$ cat src/rtl/instr_fetch_if.sv
// Fetch-unit bus bundle: instruction-memory request/response, decode handoff and redirect.
// The master modport is the fetch unit; the slave modport is memory plus decode/branch logic.
interface instr_fetch_if #(
  parameter int DATA_BUS_WIDTH = 32
);
  logic                      imem_req_valid;
  logic                      imem_req_ready;
  logic [DATA_BUS_WIDTH-1:0] imem_addr;
  logic                      imem_rsp_valid;
  logic [DATA_BUS_WIDTH-1:0] imem_rsp_data;
  logic [DATA_BUS_WIDTH-1:0] instr;
  logic [DATA_BUS_WIDTH-1:0] instr_pc;
  logic                      instr_valid;
  logic                      instr_ready;
  logic                      redirect;
  logic [DATA_BUS_WIDTH-1:0] redirect_pc;
  logic                      fetch_misaligned;

  modport master (
    output imem_req_valid, imem_addr, instr, instr_pc, instr_valid, fetch_misaligned,
    input  imem_req_ready, imem_rsp_valid, imem_rsp_data, instr_ready, redirect, redirect_pc
  );

  modport slave (
    input  imem_req_valid, imem_addr, instr, instr_pc, instr_valid, fetch_misaligned,
    output imem_req_ready, imem_rsp_valid, imem_rsp_data, instr_ready, redirect, redirect_pc
  );
endinterface

$ cat src/rtl/instr_fetch.sv
// Single-outstanding instruction fetch unit: requests sequential words, holds one instruction
// for decode, and squashes in-flight or held work when a redirect arrives.
module instr_fetch #(
  parameter int                        DATA_BUS_WIDTH = 32,
  parameter logic [DATA_BUS_WIDTH-1:0] RESET_PC       = 32'h0000_0000
) (
  input logic           clk,
  input logic           rst_n,
  instr_fetch_if.master bus
);

  typedef enum logic [1:0] {
    IDLE = 2'd0,
    REQ  = 2'd1,
    WAIT = 2'd2,
    FULL = 2'd3
  } state_t;

  localparam logic [DATA_BUS_WIDTH-1:0] ZERO    = {DATA_BUS_WIDTH{1'b0}};
  localparam logic [DATA_BUS_WIDTH-1:0] PC_STEP = DATA_BUS_WIDTH'(32'd4);

  state_t                    state_r;
  logic [DATA_BUS_WIDTH-1:0] pc_r;
  logic [DATA_BUS_WIDTH-1:0] inflight_pc_r;
  logic [DATA_BUS_WIDTH-1:0] addr_r;
  logic [DATA_BUS_WIDTH-1:0] instr_r;
  logic [DATA_BUS_WIDTH-1:0] instr_pc_r;
  logic                      drop_r;
  logic                      req_valid_r;
  logic                      instr_valid_r;
  logic                      misaligned_r;
  logic [DATA_BUS_WIDTH-1:0] target_s;
  logic [DATA_BUS_WIDTH-1:0] pc_next_s;

  assign target_s  = {bus.redirect_pc[DATA_BUS_WIDTH-1:2], 2'b00};
  assign pc_next_s = pc_r + PC_STEP;

  // Fetch FSM; every output is a register written alongside the state transition.
  always_ff @(posedge clk or negedge rst_n) begin
    if (!rst_n) begin
      state_r       <= IDLE;
      pc_r          <= RESET_PC;
      inflight_pc_r <= ZERO;
      addr_r        <= ZERO;
      instr_r       <= ZERO;
      instr_pc_r    <= ZERO;
      drop_r        <= 1'b0;
      req_valid_r   <= 1'b0;
      instr_valid_r <= 1'b0;
      misaligned_r  <= 1'b0;
    end else begin
      misaligned_r <= bus.redirect & (|bus.redirect_pc[1:0]);
      case (state_r)
        IDLE: begin
          req_valid_r <= 1'b1;
          state_r     <= REQ;
          if (bus.redirect) begin
            pc_r   <= target_s;
            addr_r <= target_s;
          end else begin
            addr_r <= pc_r;
          end
        end
        REQ: begin
          if (bus.redirect) begin
            pc_r <= target_s;
            // An accepted request is already in memory; its answer must be thrown away.
            if (bus.imem_req_ready) begin
              req_valid_r <= 1'b0;
              drop_r      <= 1'b1;
              state_r     <= WAIT;
            end else begin
              addr_r <= target_s;
            end
          end else if (bus.imem_req_ready) begin
            inflight_pc_r <= pc_r;
            pc_r          <= pc_next_s;
            req_valid_r   <= 1'b0;
            state_r       <= WAIT;
          end else begin
            state_r <= REQ;
          end
        end
        WAIT: begin
          if (bus.redirect) begin
            pc_r <= target_s;
            if (bus.imem_rsp_valid) begin
              drop_r      <= 1'b0;
              req_valid_r <= 1'b1;
              addr_r      <= target_s;
              state_r     <= REQ;
            end else begin
              drop_r <= 1'b1;
            end
          end else if (bus.imem_rsp_valid) begin
            if (drop_r) begin
              drop_r      <= 1'b0;
              req_valid_r <= 1'b1;
              addr_r      <= pc_r;
              state_r     <= REQ;
            end else begin
              instr_r       <= bus.imem_rsp_data;
              instr_pc_r    <= inflight_pc_r;
              instr_valid_r <= 1'b1;
              state_r       <= FULL;
            end
          end else begin
            state_r <= WAIT;
          end
        end
        FULL: begin
          // A redirect squashes the held word even when decode takes it this cycle.
          if (bus.redirect) begin
            pc_r          <= target_s;
            instr_valid_r <= 1'b0;
            req_valid_r   <= 1'b1;
            addr_r        <= target_s;
            state_r       <= REQ;
          end else if (bus.instr_ready) begin
            instr_valid_r <= 1'b0;
            req_valid_r   <= 1'b1;
            addr_r        <= pc_r;
            state_r       <= REQ;
          end else begin
            state_r <= FULL;
          end
        end
        default: begin
          state_r       <= IDLE;
          drop_r        <= 1'b0;
          req_valid_r   <= 1'b0;
          instr_valid_r <= 1'b0;
        end
      endcase
    end
  end

  assign bus.imem_req_valid   = req_valid_r;
  assign bus.imem_addr        = addr_r;
  assign bus.instr            = instr_r;
  assign bus.instr_pc         = instr_pc_r;
  assign bus.instr_valid      = instr_valid_r;
  assign bus.fetch_misaligned = misaligned_r;

endmodule

$ cat src/flat_wrapper.sv
// flat-port wrapper written by rule: the top's interface ports become plain ports
module instr_fetch_flat 
#(
  parameter int                        DATA_BUS_WIDTH = 32,
  parameter logic [DATA_BUS_WIDTH-1:0] RESET_PC       = 32'h0000_0000
)
  (clk, rst_n, bus_imem_req_valid, bus_imem_addr, bus_instr, bus_instr_pc, bus_instr_valid, bus_fetch_misaligned, bus_imem_req_ready, bus_imem_rsp_valid, bus_imem_rsp_data, bus_instr_ready, bus_redirect, bus_redirect_pc);
  instr_fetch_if #(.DATA_BUS_WIDTH(DATA_BUS_WIDTH)) bus_i ();
  input logic clk;
  input logic rst_n;
  output wire logic [$bits(bus_i.imem_req_valid)-1:0] bus_imem_req_valid;
  output wire logic [$bits(bus_i.imem_addr)-1:0] bus_imem_addr;
  output wire logic [$bits(bus_i.instr)-1:0] bus_instr;
  output wire logic [$bits(bus_i.instr_pc)-1:0] bus_instr_pc;
  output wire logic [$bits(bus_i.instr_valid)-1:0] bus_instr_valid;
  output wire logic [$bits(bus_i.fetch_misaligned)-1:0] bus_fetch_misaligned;
  input wire logic [$bits(bus_i.imem_req_ready)-1:0] bus_imem_req_ready;
  input wire logic [$bits(bus_i.imem_rsp_valid)-1:0] bus_imem_rsp_valid;
  input wire logic [$bits(bus_i.imem_rsp_data)-1:0] bus_imem_rsp_data;
  input wire logic [$bits(bus_i.instr_ready)-1:0] bus_instr_ready;
  input wire logic [$bits(bus_i.redirect)-1:0] bus_redirect;
  input wire logic [$bits(bus_i.redirect_pc)-1:0] bus_redirect_pc;
  assign bus_imem_req_valid = bus_i.imem_req_valid;
  assign bus_imem_addr = bus_i.imem_addr;
  assign bus_instr = bus_i.instr;
  assign bus_instr_pc = bus_i.instr_pc;
  assign bus_instr_valid = bus_i.instr_valid;
  assign bus_fetch_misaligned = bus_i.fetch_misaligned;
  assign bus_i.imem_req_ready = bus_imem_req_ready;
  assign bus_i.imem_rsp_valid = bus_imem_rsp_valid;
  assign bus_i.imem_rsp_data = bus_imem_rsp_data;
  assign bus_i.instr_ready = bus_instr_ready;
  assign bus_i.redirect = bus_redirect;
  assign bus_i.redirect_pc = bus_redirect_pc;
  instr_fetch #(.DATA_BUS_WIDTH(DATA_BUS_WIDTH), .RESET_PC(RESET_PC)) u_core (.clk(clk), .rst_n(rst_n), .bus(bus_i));
endmodule
$ cat config.mk
export PLATFORM = sky130hd
export DESIGN_NAME = instr_fetch_flat
export DESIGN_NICKNAME = d
export VERILOG_FILES = /design/src/rtl/instr_fetch_if.sv /design/src/rtl/instr_fetch.sv /design/src/flat_wrapper.sv
export SDC_FILE = /design/constraint.sdc
export NUM_CORES = 1
export LEC_CHECK = 0
export ABC_AREA = 0
export CAP_MARGIN = 40
export CORE_MARGIN = 4
export CORE_UTILIZATION = 35
export DETAILED_ROUTE_END_ITERATION = 8
export DONT_BUFFER_PORTS = 1
export PLACE_DENSITY = 0.47
export SLEW_MARGIN = 20
export SYNTH_ARGS = -nofsm -noshare
export SYNTH_HDL_FRONTEND = slang
export SYNTH_SLANG_ARGS = --single-unit
$ cat constraint.sdc
create_clock -name clk -period 2.45 [get_ports clk]
set_input_delay 0.6125 -clock clk [delete_from_list [all_inputs] [get_ports clk]]
set_output_delay 0.6125 -clock clk [all_outputs]
set_load 0.05 [all_outputs]
==> impl_metrics.xml <==
<?xml version="1.0" encoding="UTF-8"?>
<metrics>
  <group name="run_status">
    <metric name="run_status" unit="">finished with violations</metric>
    <metric name="failing_checks" unit="">hold timing</metric>
  </group>
  <group name="sta">
    <metric name="worst_hold_slack" unit="ns">-0.1137</metric>
    <metric name="finalHoldViolCount" unit="">166</metric>
    <metric name="timing_worst_slew_pin_value" unit="ns">0.7309</metric>
    <metric name="postLayoutSetupSlackWorst" unit="ns">0.1813</metric>
    <metric name="ratio_of_final_minimum_period_to_clock_period" unit="">0.9260</metric>
    <metric name="final.min_clock_period" unit="ns">2.269</metric>
    <metric name="max_freq" unit="MHz">440.8</metric>
    <metric name="setup_viol" unit="">0</metric>
    <metric name="slew_violations" unit="">0</metric>
    <metric name="timing.max_slew.rel_slack" unit="">0.5127</metric>
    <metric name="final.setup.tns" unit="ns">0</metric>
    <metric name="rsz0062_at_grt" unit="">false</metric>
    <metric name="clock-skew-final" unit="ns">0.01549</metric>
  </group>
  <group name="worst_setup_path">
    <metric name="worst_r2r_startpoint" unit="">u_core.pc_r[5]$_DFFE_PN0P_</metric>
    <metric name="critical_path_cell_sequence" unit="">and3_1, nand4_1, nor2_1, a31oi_1, a211o_1</metric>
    <metric name="critical_path.slowest_cell" unit="">dfrtp_1</metric>
    <metric name="path_delay_family" unit="">simple AND/OR/NAND/NOR gates</metric>
    <metric name="timing.critical_path.to_type" unit="">register</metric>
    <metric name="worst_ep_arrival_time" unit="ns">2.57</metric>
    <metric name="required" unit="ns">2.75</metric>
    <metric name="critPathCapture" unit="">u_core.pc_r[28]$_DFFE_PN0P_</metric>
    <metric name="worstPathMaxFanout" unit="">11</metric>
    <metric name="cp.buffers_inverters" unit="">0</metric>
    <metric name="rr_worst_depth" unit="">5</metric>
    <metric name="worstSetupPathDepth" unit="">5</metric>
    <metric name="cpPeakStageDelay" unit="ns">0.52</metric>
    <metric name="timing.critical_path.from_type" unit="">register</metric>
    <metric name="worst_reg_to_reg_setup_slack" unit="ns">0.18</metric>
    <metric name="worst-setup-path-type" unit="">register to register</metric>
    <metric name="crit_path_start" unit="">u_core.pc_r[5]$_DFFE_PN0P_</metric>
    <metric name="regToRegEndpoint" unit="">u_core.pc_r[28]$_DFFE_PN0P_</metric>
  </group>
  <group name="route">
    <metric name="post_drt_wl_per_cell" unit="µm">20.19</metric>
    <metric name="postRouteAntennaNets" unit="">0</metric>
    <metric name="route.detailed.vias_per_inst" unit="">5.352</metric>
    <metric name="detail_route.drc_violations" unit="">0</metric>
    <metric name="drt_iter0_drc" unit="">269</metric>
    <metric name="routed_wirelength" unit="µm">18010</metric>
    <metric name="routed-via-count" unit="">4774</metric>
    <metric name="drt_pre_antenna_iters" unit="">5</metric>
  </group>
  <group name="clock_network">
    <metric name="worst_skew_pair.late_latency" unit="ns">0.42</metric>
    <metric name="clk_pin_slew_worst_paths" unit="ns">0.06</metric>
    <metric name="post_cts_resized" unit="">0</metric>
    <metric name="clock_tree_from_tritoncts" unit="">built</metric>
    <metric name="clock_tree.htree_level_count" unit="">4</metric>
    <metric name="cts.sink_count" unit="">166</metric>
    <metric name="total_cts_buffers" unit="">17</metric>
    <metric name="cts_post_setup_buffers_inserted" unit="">0</metric>
    <metric name="ctsLongestPathBuffers" unit="">2</metric>
    <metric name="clock-root-buffer" unit="">clkbuf_16</metric>
  </group>
  <group name="logic_synthesis">
    <metric name="synth.largest_area_cell" unit="">dfrtp_1</metric>
    <metric name="mappedNetlistArea" unit="mm²">0.007340</metric>
    <metric name="post-synth-top-count-cell" unit="">dfrtp_1</metric>
    <metric name="synth.top_cells.by_count" unit="">dfrtp_1, mux2_2, nor2_1</metric>
    <metric name="synth-warning-count" unit="">0</metric>
    <metric name="synth_cell_type_count" unit="">51</metric>
    <metric name="seq_area_frac_synth" unit="">0.5660</metric>
    <metric name="synth.net_count" unit="">689</metric>
    <metric name="synth_area_per_cell" unit="µm²">11.88</metric>
    <metric name="synth_seq_cells" unit="">166</metric>
    <metric name="synth_largest_type_area_fraction" unit="">0.5660</metric>
    <metric name="ys.flop_type" unit="">dfrtp_1</metric>
    <metric name="synth_async_sr_flop_share" unit="">1.000</metric>
    <metric name="synth_cells" unit="">618</metric>
    <metric name="synthTopCellsByArea" unit="">dfrtp_1, mux2_2, mux2i_1</metric>
    <metric name="synth-edff-count" unit="">0</metric>
  </group>
  <group name="global_routing">
    <metric name="grt_overflow" unit="">0</metric>
    <metric name="first_pass_grt_wire_length" unit="µm">28700</metric>
    <metric name="first_global_vias" unit="">4969</metric>
    <metric name="antenna_found_initial" unit="">0</metric>
    <metric name="grt_max_degree" unit="">167</metric>
    <metric name="grt_usage" unit="">0.1552</metric>
  </group>
  <group name="cells_and_area">
    <metric name="n_fill_cell" unit="">1973</metric>
    <metric name="antennaDiodeCount" unit="">0</metric>
    <metric name="nNetsFinal" unit="">680</metric>
    <metric name="fraction_of_final_layout_cells_with_drive_strength_greater_than_1" unit="">0.2412</metric>
    <metric name="layout-area-overhead-vs-synth" unit="%">12.27</metric>
  </group>
  <group name="run">
    <metric name="maxCapViolCount" unit="">0</metric>
  </group>
  <group name="die">
    <metric name="die_h" unit="µm">152.8</metric>
    <metric name="row_count" unit="">52</metric>
    <metric name="core_region_area" unit="mm²">0.02043</metric>
    <metric name="die_area" unit="mm²">0.02335</metric>
    <metric name="initial_core_util" unit="">0.3593</metric>
    <metric name="die_width" unit="µm">152.8</metric>
    <metric name="top_level_ports" unit="">169</metric>
  </group>
  <group name="placement">
    <metric name="globalplace.congestion" unit="">0.8418</metric>
    <metric name="hpwl" unit="µm">12380</metric>
    <metric name="dpl_worst_slack" unit="ns">0.2162</metric>
    <metric name="port_buffers" unit="">0</metric>
  </group>
  <group name="pwr">
    <metric name="ir_drop" unit="mV">0.5365</metric>
    <metric name="pwr_density_cell" unit="mW/mm²">1380</metric>
    <metric name="totalPowerFinal" unit="W">0.01137</metric>
    <metric name="leakage" unit="nW">3.603</metric>
  </group>
  <group name="min_path">
    <metric name="hold_path.class" unit="">primary input to asynchronous set/reset pin</metric>
  </group>
</metrics>
-- cell usage in the layout, fill, tap and decap left out, drive strengths merged, types with 3 or more instances in the layout --
cell type	n
a211oi	3
a21oi	39
a221oi	4
a311oi	4
a31oi	3
and2	6
and3	4
and4	5
buf	15
bufinv	3
clkbuf	25
dfrtp	166
inv	17
mux2	96
mux2i	30
nand2	39
nand2b	3
nand3	15
nand4	14
nor2	50
nor3	3
nor4	7
o211ai	10
o21ai	16
o311ai	10
o32ai	3
or3	4
xor2	3
-- stage by stage --
| step | hold WS, ns | instances | utilization | instance area (µm²) |
|---|---|---|---|---|
| 2_1_floorplan | 0.3169 | 618 | - | 7340 |
| 3_3_place_gp | 0.3226 | 859 | 0.3733 | 7626 |
| 3_5_place_dp | 0.3225 | 860 | 0.3743 | 7646 |
| 4_1_cts | -0.1391 | 892 | 0.4034 | 8240 |
| 5_1_grt | -0.1393 | 892 | 0.4034 | 8240 |
| 6_report | -0.1137 | 892 | 0.4034 | 8240 |
-- layout make-up --
type / count / area (µm²) / share of cell area
clock buffer: 25 / 475.5 / 0.05770
multi-input combinational: 393 / 2957 / 0.3588
tap: 270 / 337.8 / 0.04100
timing repair buffer: 15 / 137.6 / 0.01670
inverter: 16 / 60.06 / 0.007288
clock inverter: 7 / 118.9 / 0.01442
sequential: 166 / 4154 / 0.5041
-- kinds of logic (layout without fill, tap and decap cells) --
family / Yosys count / after routing / share of synthesized area
AOI/OAI and AO/OA: 103 / 103 / 0.09359
and+or+nand+nor: 160 / 160 / 0.1118
adders and majority gates: 1 / 1 / 0.001704
DFF: 166 / 166 / 0.5660
buffers and inverters: 59 / 63 / 0.03512
muxes: 126 / 126 / 0.1882
xor gates and xnor gates: 3 / 3 / 0.003581
-- worst min path at each step --
| stage | from | to | slack, ns | cells past startpoint |
|---|---|---|---|---|
| global placement | rst_n | u_core.bus.instr_pc[1]$_DFFE_PN0P_ | 0.32 | 0 |
| floorplan | rst_n | u_core.bus.fetch_misaligned$_DFF_PN0_ | 0.32 | 0 |
| CTS | rst_n | u_core.bus.instr_pc[1]$_DFFE_PN0P_ | -0.14 | 0 |
| detailed placement | rst_n | u_core.bus.instr_pc[1]$_DFFE_PN0P_ | 0.32 | 0 |
| global route | rst_n | u_core.bus.instr_pc[1]$_DFFE_PN0P_ | -0.14 | 0 |
| finish | rst_n | u_core.bus.instr_pc[7]$_DFFE_PN0P_ | -0.11 | 0 |
-- metal layers --
layer / part of all wire / vias to the layer above / GRT usage
met3: 0.088 / 12 / 0.06644
met5: 0 / - / 0
met2: 0.45 / 144 / 0.2244
met1: 0.45 / 2395 / 0.2111
li1: - / 2223 / -
met4: 0.013 / 0 / 0.05049
-- power by group --
group          switching [W]  internal (W)  leakage (nW)
Combinational       0.000946      0.000995          1.25
Clock                0.00107       0.00166         0.282
Sequential           0.00303       0.00367          2.07
-- sequential cells by signal, indices dropped and copies added (netlist names) --
| name | flops |
|---|---|
| u_core.inflight_pc_r | 32 |
| u_core.bus.fetch_misaligned | 1 |
| u_core.bus.imem_addr | 32 |
| u_core.bus.imem_req_valid | 1 |
| u_core.bus.instr_pc | 32 |
| u_core.bus.instr_valid | 1 |
| u_core.bus.instr | 32 |
| u_core.drop_r | 1 |
| u_core.state_r | 2 |
| u_core.pc_r | 32 |
No activity file was read; power rests on OpenSTA's default activity.
